`config.mk`:
```
export PLATFORM = sky130hd
export DESIGN_NAME = fetch_unit
export DESIGN_NICKNAME = d
export VERILOG_FILES = /design/src/rtl/fetch_unit_pkg.sv /design/src/rtl/fetch_unit_fifo.sv /design/src/rtl/fetch_unit.sv
export SDC_FILE = /design/constraint.sdc
export NUM_CORES = 1
export LEC_CHECK = 0
export BUFFER_PORTS_ARGS = -buffer_cell sky130_fd_sc_hd__buf_2
export CORE_UTILIZATION = 58
export DETAILED_ROUTE_END_ITERATION = 12
export PLACE_DENSITY = 0.8
export SETUP_SLACK_MARGIN = 0.4
export SLEW_MARGIN = 20
export SYNTH_ARGS = -nofsm -noshare
export SYNTH_HDL_FRONTEND = slang
export SYNTH_SLANG_ARGS = --single-unit
```
`constraint.sdc`:
```
create_clock -name clk -period 3.74 [get_ports clk]
set_clock_uncertainty 0.15 [all_clocks]
set_input_delay 0.561 -clock clk [delete_from_list [all_inputs] [get_ports clk]]
set_output_delay 0.561 -clock clk [all_outputs]
set_load 0.05 [all_outputs]
```
`src/rtl/fetch_unit_pkg.sv`:
```
// Shared types and constants for the instruction fetch stage.
//
// Contents:
//   DEFAULT_RESET_PC : address of the first fetch after reset
//   fetch_data_t     : one buffered fetch result (PC plus instruction word);
//                      decode's pc_in / instr inputs are sourced from these fields
//   align_word       : clears the two low address bits so every fetch is word-aligned
package fetch_unit_pkg;

  localparam logic [31:0] DEFAULT_RESET_PC = 32'h0000_0000;

  typedef struct packed {
    logic [31:0] pc;
    logic [31:0] instr;
  } fetch_data_t;

  function automatic logic [31:0] align_word(input logic [31:0] addr);
    return addr & ~32'h0000_0003;
  endfunction

endpackage

```
`src/rtl/fetch_unit_fifo.sv`:
```
// Small circular buffer of fetch results sitting between the instruction
// memory return path and decode.
//
// Ports:
//   clk, reset          : clock, asynchronous active-high reset
//   flush               : discard every entry; wins over push and pop
//   push, push_pc,
//   push_instr          : write one entry at the tail
//   pop                 : retire the head entry (ignored when empty)
//   count               : current number of valid entries (0..DEPTH)
//   head_pc, head_instr : head entry, forced to zero while empty
//
// The producer is expected never to push into a full buffer; the fetch
// unit's request throttle guarantees this.
module fetch_unit_fifo
  import fetch_unit_pkg::*;
#(
  parameter int DEPTH = 4
) (
  input  logic                       clk,
  input  logic                       reset,
  input  logic                       flush,
  input  logic                       push,
  input  logic [31:0]                push_pc,
  input  logic [31:0]                push_instr,
  input  logic                       pop,
  output logic [$clog2(DEPTH):0]     count,
  output logic [31:0]                head_pc,
  output logic [31:0]                head_instr
);

  localparam int PW = $clog2(DEPTH);
  localparam int CW = PW + 1;

  fetch_data_t       mem [DEPTH];
  fetch_data_t       head;
  logic [PW-1:0]     rd_ptr;
  logic [PW-1:0]     wr_ptr;
  logic              do_push;
  logic              do_pop;
  logic              not_empty;

  assign not_empty = (count != '0);
  assign do_push   = push && !flush;
  assign do_pop    = pop && not_empty && !flush;

  // Pointers are exactly log2(DEPTH) bits wide, so incrementing past the
  // last slot wraps to zero on its own.
  always_ff @(posedge clk or posedge reset) begin
    if (reset) begin
      rd_ptr <= '0;
      wr_ptr <= '0;
      count  <= '0;
    end else if (flush) begin
      rd_ptr <= '0;
      wr_ptr <= '0;
      count  <= '0;
    end else begin
      if (do_push) wr_ptr <= wr_ptr + PW'(1);
      if (do_pop)  rd_ptr <= rd_ptr + PW'(1);
      case ({do_push, do_pop})
        2'b10:   count <= count + CW'(1);
        2'b01:   count <= count - CW'(1);
        default: count <= count;
      endcase
    end
  end

  // Storage needs no reset: nothing is visible until count says it is valid.
  always_ff @(posedge clk) begin
    if (do_push) begin
      mem[wr_ptr] <= '{pc: push_pc, instr: push_instr};
    end
  end

  assign head       = mem[rd_ptr];
  assign head_pc    = not_empty ? head.pc    : 32'h0;
  assign head_instr = not_empty ? head.instr : 32'h0;

endmodule

```
`src/rtl/fetch_unit.sv`:
```
// Instruction fetch stage directly upstream of decode.
//
// Owns the PC and issues one word-aligned read per cycle to a synchronous
// instruction memory with one cycle of read latency. Each returning word is
// paired with the PC that requested it and buffered in fetch_unit_fifo; the
// buffer head is offered to decode over a valid/ready handshake. A redirect
// from the back end drops all buffered and in-flight work and restarts
// fetching at the new PC.
//
// Ports:
//   clk, reset     : clock, asynchronous active-high reset
//   imem_req       : read request this cycle
//   imem_addr      : read address (always word-aligned, equals the PC)
//   imem_rdata     : word for the request made in the previous cycle
//   redirect_valid : flush and restart (single-cycle pulse or held)
//   redirect_pc    : restart address, low two bits ignored
//   ready_out      : decode can accept this cycle
//   valid_out      : head entry is being offered to decode
//   instr, pc_out  : head instruction and its PC (zero when empty)
module fetch_unit
  import fetch_unit_pkg::*;
#(
  parameter int          DEPTH    = 4,
  parameter logic [31:0] RESET_PC = DEFAULT_RESET_PC
) (
  input  logic        clk,
  input  logic        reset,
  output logic        imem_req,
  output logic [31:0] imem_addr,
  input  logic [31:0] imem_rdata,
  input  logic        redirect_valid,
  input  logic [31:0] redirect_pc,
  input  logic        ready_out,
  output logic        valid_out,
  output logic [31:0] instr,
  output logic [31:0] pc_out
);

  localparam int CW = $clog2(DEPTH) + 1;

  logic [31:0]   pc_q;
  logic          pend_q;
  logic [31:0]   pend_pc_q;
  logic [CW-1:0] count;
  logic [CW:0]   occupancy;
  logic          push;
  logic          pop;

  // A request is only issued if the slot its data will land in is already
  // guaranteed free, counting the word still on its way back from memory.
  // That is why the buffer can never overflow and needs no full check.
  assign occupancy = {1'b0, count} + {{CW{1'b0}}, pend_q};
  assign imem_req  = !reset && !redirect_valid && (occupancy < (CW+1)'(DEPTH));
  assign imem_addr = pc_q;

  // The word returning during a redirect belongs to the old stream, so it
  // is not captured.
  assign push = pend_q && !redirect_valid;

  // Gating with redirect keeps decode from taking an entry that is about
  // to be discarded; it also blocks the pop in the flush cycle.
  assign valid_out = (count != '0) && !redirect_valid;
  assign pop       = valid_out && ready_out;

  always_ff @(posedge clk or posedge reset) begin
    if (reset) begin
      pc_q      <= RESET_PC;
      pend_q    <= 1'b0;
      pend_pc_q <= 32'h0;
    end else if (redirect_valid) begin
      pc_q   <= align_word(redirect_pc);
      pend_q <= 1'b0;
    end else if (imem_req) begin
      pc_q      <= pc_q + 32'd4;
      pend_q    <= 1'b1;
      pend_pc_q <= pc_q;
    end else begin
      pend_q <= 1'b0;
    end
  end

  fetch_unit_fifo #(
    .DEPTH (DEPTH)
  ) u_fifo (
    .clk        (clk),
    .reset      (reset),
    .flush      (redirect_valid),
    .push       (push),
    .push_pc    (pend_pc_q),
    .push_instr (imem_rdata),
    .pop        (pop),
    .count      (count),
    .head_pc    (pc_out),
    .head_instr (instr)
  );

endmodule
```
## Word level (Yosys, flattened, before mapping)

Memory sizes are Yosys's and may differ from the RTL's.
Index checks and enable logic that the tools add are counted.

- Output and inout bits: 98
- Memories: 1
- Bits in writable memories: 256
- Register bits after elaboration: 72

- Mux-type cells: 14
- $lt $le $gt $ge: 1
- Equality and inequality tests: 2
- Bitwise gates (word level): 1
- Reductions and logical operators: 16
- Add/sub/neg operators: 6

Memory list:

| memory | words | width | read ports | clocked after memory_dff | write ports | line | text |
|---|---|---|---|---|---|---|---|
| u_fifo.mem | 4 | 64 | 1 | 0 | 1 | fetch_unit_fifo.sv:35 | `fetch_data_t mem [DEPTH];` |

Operators with widths:

| kind | number |
|---|---|
| two-way mux 32 bit | 4 |
| adder 32 x 3 -> 32 bit (second input constant) | 1 |
| logical AND 1 bit | 8 |
| two-way mux 2 bit | 4 |
| one-hot mux 3 bit (2 select lines) | 1 |
| nonzero test 2 bit | 3 |
| nonzero test 3 bit | 2 |
| adder 2 x 1 -> 2 bit (second input constant) | 2 |
| adder 3 x 1 -> 4 bit | 1 |
| less-than comparator 4 x 3 -> 1 bit (second input constant) | 1 |
| two-way mux 1 bit | 4 |
| adder 3 x 1 -> 3 bit (second input constant) | 1 |
| two-way mux 3 bit | 1 |
| subtractor 3 x 1 -> 3 bit (second input constant) | 1 |
| == test 2 x 1 -> 1 bit (second input constant) | 1 |
| == test 2 bit (second input constant) | 1 |
| logical NOT 1 bit | 2 |
| AND reduction 2 bit | 1 |
| NOT 1 bit | 1 |

## Depth between registers and ports, before layout

- Depth after elaboration: 8
- Mapped depth: 8
- Gate-level depth less buffers: 6

## By module

Synthesis repeated with hierarchy kept, for this count alone.

- Cells, all modules: 804
- Area, all modules: 13,246.5 um^2

By module, submodules not included:

| module | times used | area each (um^2) | cells each | seq. area each (um^2) |
|---|---|---|---|---|
| fetch_unit_fifo | 1 | 10,149.7 | 453 | 7,862.5 |
| fetch_unit | 1 | 3,096.7 | 351 | 1,526.5 |

## Worst setup path before layout

OpenSTA, ideal clock, no wires.

- Path kind: input -> register
- Start: input redirect_valid
- End: memory u_fifo.mem[0][0] (netlist bit) (enable)
- Arrival: 2.397 ns
- Required time: 3.163 ns
- Cell stages on the path: 3
- Path slack: 0.767 ns
- Cell sequence: clkbuf_1 -> nor2b_1 -> and2_1

- Word-level cells in the longest chain between the ends: 5

Ends and longest elaborated chain:

| element | line | text |
|---|---|---|
| start: declaration | fetch_unit.sv:31 | `input logic redirect_valid,` |
| logical NOT 1 bit (*) | fetch_unit_fifo.sv:44, fetch_unit.sv:58 |  |
| logical AND 1 bit | fetch_unit.sv:58 | `assign push = pend_q && !redirect_valid;` |
| logical AND 1 bit (*) | fetch_unit_fifo.sv:44 | `assign do_push = push && !flush;` |
| two-way mux 1 bit (*) | fetch_unit_fifo.sv:71 | `if (do_push) begin` |
| two-way mux 1 bit (implied by the code) (*) | fetch_unit_fifo.sv:72 | `mem[wr_ptr] <= '{pc: push_pc, instr: push_instr};` |
| end: declaration | fetch_unit_fifo.sv:35 |  |

Mark *: on every way between the ends. The rest lies on a longest branch, timed or not.

## Worst setup path in the final report

- Start: register u_fifo.rd_ptr[1]
- End: output instr[26]

- Word-level cells in the longest chain between the ends: 2

Ends and longest elaborated chain:

| element | line | text |
|---|---|---|
| start: declaration | fetch_unit_fifo.sv:37 | `logic [PW-1:0] rd_ptr;` |
| start signal: assignment | fetch_unit_fifo.sv:60 | `if (do_pop) rd_ptr <= rd_ptr + PW'(1);` |
| memory read (4 x 64 bit) | -- |  |
| two-way mux 32 bit | fetch_unit_fifo.sv:78 | `assign head_instr = not_empty ? head.instr : 32'h0;` |
| end: declaration | fetch_unit.sv:35 | `output logic [31:0] instr,` |

No other way between the ends.

==> metrics.md <==
| Metric | Value |
|---|---|
| Root Driver | `clkbuf_16` |
| Post-synth EDFFs | `248` |
| Fin Setup TNS | `0 ns` |
| Clk Latency, worst-skew pair | `0.54 ns` |
| Final Hold Vio Count | `0` |
| Syn-to-layout area delta | `17.3%` |
| Global-route usage over all layers | `23.5%` |
| Port bufs | `159` |
| Slew @ Worst Pin | `0.752 ns` |
| Worst-path clk slew | `0.06 ns` |
| Share of layout cells above drive strength 1 | `29.8%` |
| Initial Utilization | `59.8%` |
| Leak Pwr | `5.49 nW` |
| Initial DRC Count | `464` |
| Netlist cell types | `44` |
| Status | `finished, final reports clean` |
| Routed len/inst | `20.4 um` |
| Max-Cap Viols | `0` |
| CTS tree | `built` |
| Worst R2R Setup Slack | `1.10 ns` |
| Worst Hold Path EP | `imem_addr[7]` |
| Worst path arrival time | `2.47 ns` |
| Die height | `150 um` |
| Number of fill cells | `1386` |
| Hold path start | `redirect_pc[7]` |
| Hold Crit Depth | `3` |
| Ys async rst share | `21.5%` |
| Die area | `22600 um^2` |
| Layout Nets | `1025` |
| Vias/cell | `5.86` |
| Gr ovfl total | `0` |
| Crit-path max FO | `40` |
| WHS | `0.0829 ns` |
| Maximum VDD drop | `0.463 mV` |
| Worst slack, placed | `0.733 ns` |
| Via count | `7329` |
| Worst R2R Path Depth | `4` |
| Slew margin rel. | `49.5%` |
| Worst setup SP type | `register` |
| First-pass GRT wire length | `39.6 mm` |
| Final WS setup | `0.559 ns` |
| HP Class | `primary input to register` |
| Commonest non-fill, non-tap cell in the layout | `edfxtp_1` |
| Ys Warns | `0` |
| Largest net degree at the start of global routing | `53` |
| FF+latch count, synth | `316` |
| Most frequent cells in the layout | `248 x edfxtp_1, 159 x buf_2, 118 x nand2_1` |
| Post-Syn Area | `12700 um^2` |
| Post-DRT Antenna Nets | `0` |
| Max Clock Freq | `314 MHz` |
| Clock buffer depth | `3` |
| Unrepaired setup endpoints after global routing | `no` |
| # H-tree levels | `1` |
| Tcrit/Tclk final | `85.0%` |
| Power Density | `729 nW/um^2` |
| Ports | `166` |
| Endpoints failing setup | `0` |
| Reg2Reg Launch Point | `pend_q` |
| Min Tclk post-route | `3.18 ns` |
| Crit. End Element | `output pin` |
| WS Path Type | `register to output pin` |
| Syn Inst Count | `780` |
| Initial antenna violation count | `1` |
| Mapped Avg Cell Area | `16.3 um^2` |
| Slew Limit Fails | `0` |
| Post-synth top flop | `edfxtp_1` |
| TritonCTS sink count | `316` |
| R2r endpoint | `imem_addr[31]` |
| Hpwl dp | `15.8 mm` |
| Core area | `21300 um^2` |
| Row count | `53` |
| DR pass1 iterations | `5` |
| WL final | `25.5 mm` |
| Remaining DRCs | `0` |
| Placer congestion estimate | `0.806` |
| CTS buffer count | `30` |
| Die X-Extent | `150 um` |
| Post-synthesis sequential area ratio | `71.8%` |
| WP data required | `3.03 ns` |
| Vias in the first global route | `7134` |
power breakdown:
part	switching, mW	internal, mW	leakage, nW
combinational	2.43	1.00	1.95
sequential	0.339	4.20	3.08
clock	1.20	1.72	0.460
total	3.97	6.93	5.49
how the worst max path moves through the flow:
stage	start	depth (start not counted)	slack [ns]	endpoint
2_1_floorplan	redirect_valid	3	0.77	u_fifo.mem[0][0]
3_3_place_gp	redirect_valid	6	0.81	imem_addr[24]
3_5_place_dp	redirect_valid	6	0.73	imem_addr[24]
4_1_cts	reset	5	0.41	imem_req
5_1_grt	u_fifo.rd_ptr[1]	4	0.44	instr[26]
6_report	u_fifo.rd_ptr[1]	4	0.56	instr[26]
stage by stage:
| step | total power, mW | instances | area, um^2 | util [%] |
|---|---|---|---|---|
| global placement | 7.97 | 1192 | 13900 | 65.5 |
| global route | 11.3 | 1249 | 14900 | 70.2 |
| floorplan | 7.13 | 783 | 12700 | - |
| finish | 10.9 | 1251 | 14900 | 70.2 |
| CTS | 11.0 | 1249 | 14900 | 70.1 |
| detailed placement | 8.04 | 1192 | 13900 | 65.5 |
critical path, cell delays in order, from the launching register on:
cell     delay [ns]
dfrtp_2        0.82
buf_12         0.34
mux4_2         0.38
nor2b_1        0.15
buf_2          0.23
sequential cells by signal, summed over array words and instances, names as in the netlist:
signal         cells
u_fifo.count       3
pend_pc_q         30
imem_addr         30
pend_q             1
u_fifo.mem       248
u_fifo.wr_ptr      2
u_fifo.rd_ptr      2
cells in the mapped netlist, types with 2 or more instances:
cell / count / share of area [%]
xnor2_1: 5 / 0.34
nand2_1: 118 / 3.5
and2_1: 6 / 0.29
or2_2: 2 / 0.098
or3_1: 7 / 0.34
o211ai_1: 3 / 0.18
nor4_1: 4 / 0.20
a311o_1: 2 / 0.16
dfrtp_1: 68 / 13
buf_2: 4 / 0.16
buf_4: 4 / 0.24
buf_1: 5 / 0.15
o21ai_0: 21 / 0.83
or4_1: 12 / 0.71
ha_1: 5 / 0.49
clkbuf_1: 29 / 0.85
edfxtp_1: 248 / 58
xor2_1: 8 / 0.55
o311ai_0: 4 / 0.28
o31ai_1: 7 / 0.41
nor2b_1: 64 / 3.1
a21oi_1: 2 / 0.079
a31oi_1: 11 / 0.54
and4_1: 2 / 0.14
mux2i_1: 3 / 0.24
inv_1: 8 / 0.24
mux4_2: 62 / 11
and3_1: 5 / 0.25
nor2_1: 19 / 0.56
nand3_1: 16 / 0.63
nand4_1: 10 / 0.49
nor3_1: 4 / 0.16
layer usage:
layer	wire (um)	global-route usage, %
met4	448	5.86
met3	1930	3.91
met5	0	0
met1	10300	32.4
met2	12800	39.5
kinds of logic after synthesis:
group / synth area share (%)
DFF: 71.8
and+or+nand+nor: 10.7
muxes: 11.3
AOI/OAI and AO/OA: 2.88
buffers and inverters: 1.75
xor gates and xnor gates: 0.894
adders and majority gates: 0.648
other: 0.0294
layout make-up:
class / instances / area (um^2) / share of cell area (%)
clock inverter: 12 / 131 / 0.879
timing repair buffer: 179 / 1060 / 7.07
antenna: 2 / 5.00 / 0.0335
clock buffer: 43 / 821 / 5.49
multi-input combinational: 415 / 3390 / 22.7
inverter: 9 / 33.8 / 0.226
tap: 275 / 344 / 2.30
sequential: 316 / 9150 / 61.3
repair_timing:
item                       4_1_cts  5_1_grt
gates resized for setup          0        1
hold buffers                     1        0
setup buffers                    1        0
hold endpoints to repair        14        0
pin swaps                        0        0
setup endpoints to repair        8        1
gates cloned                     0        0
Note: power is estimated with default switching activity, not from simulation.
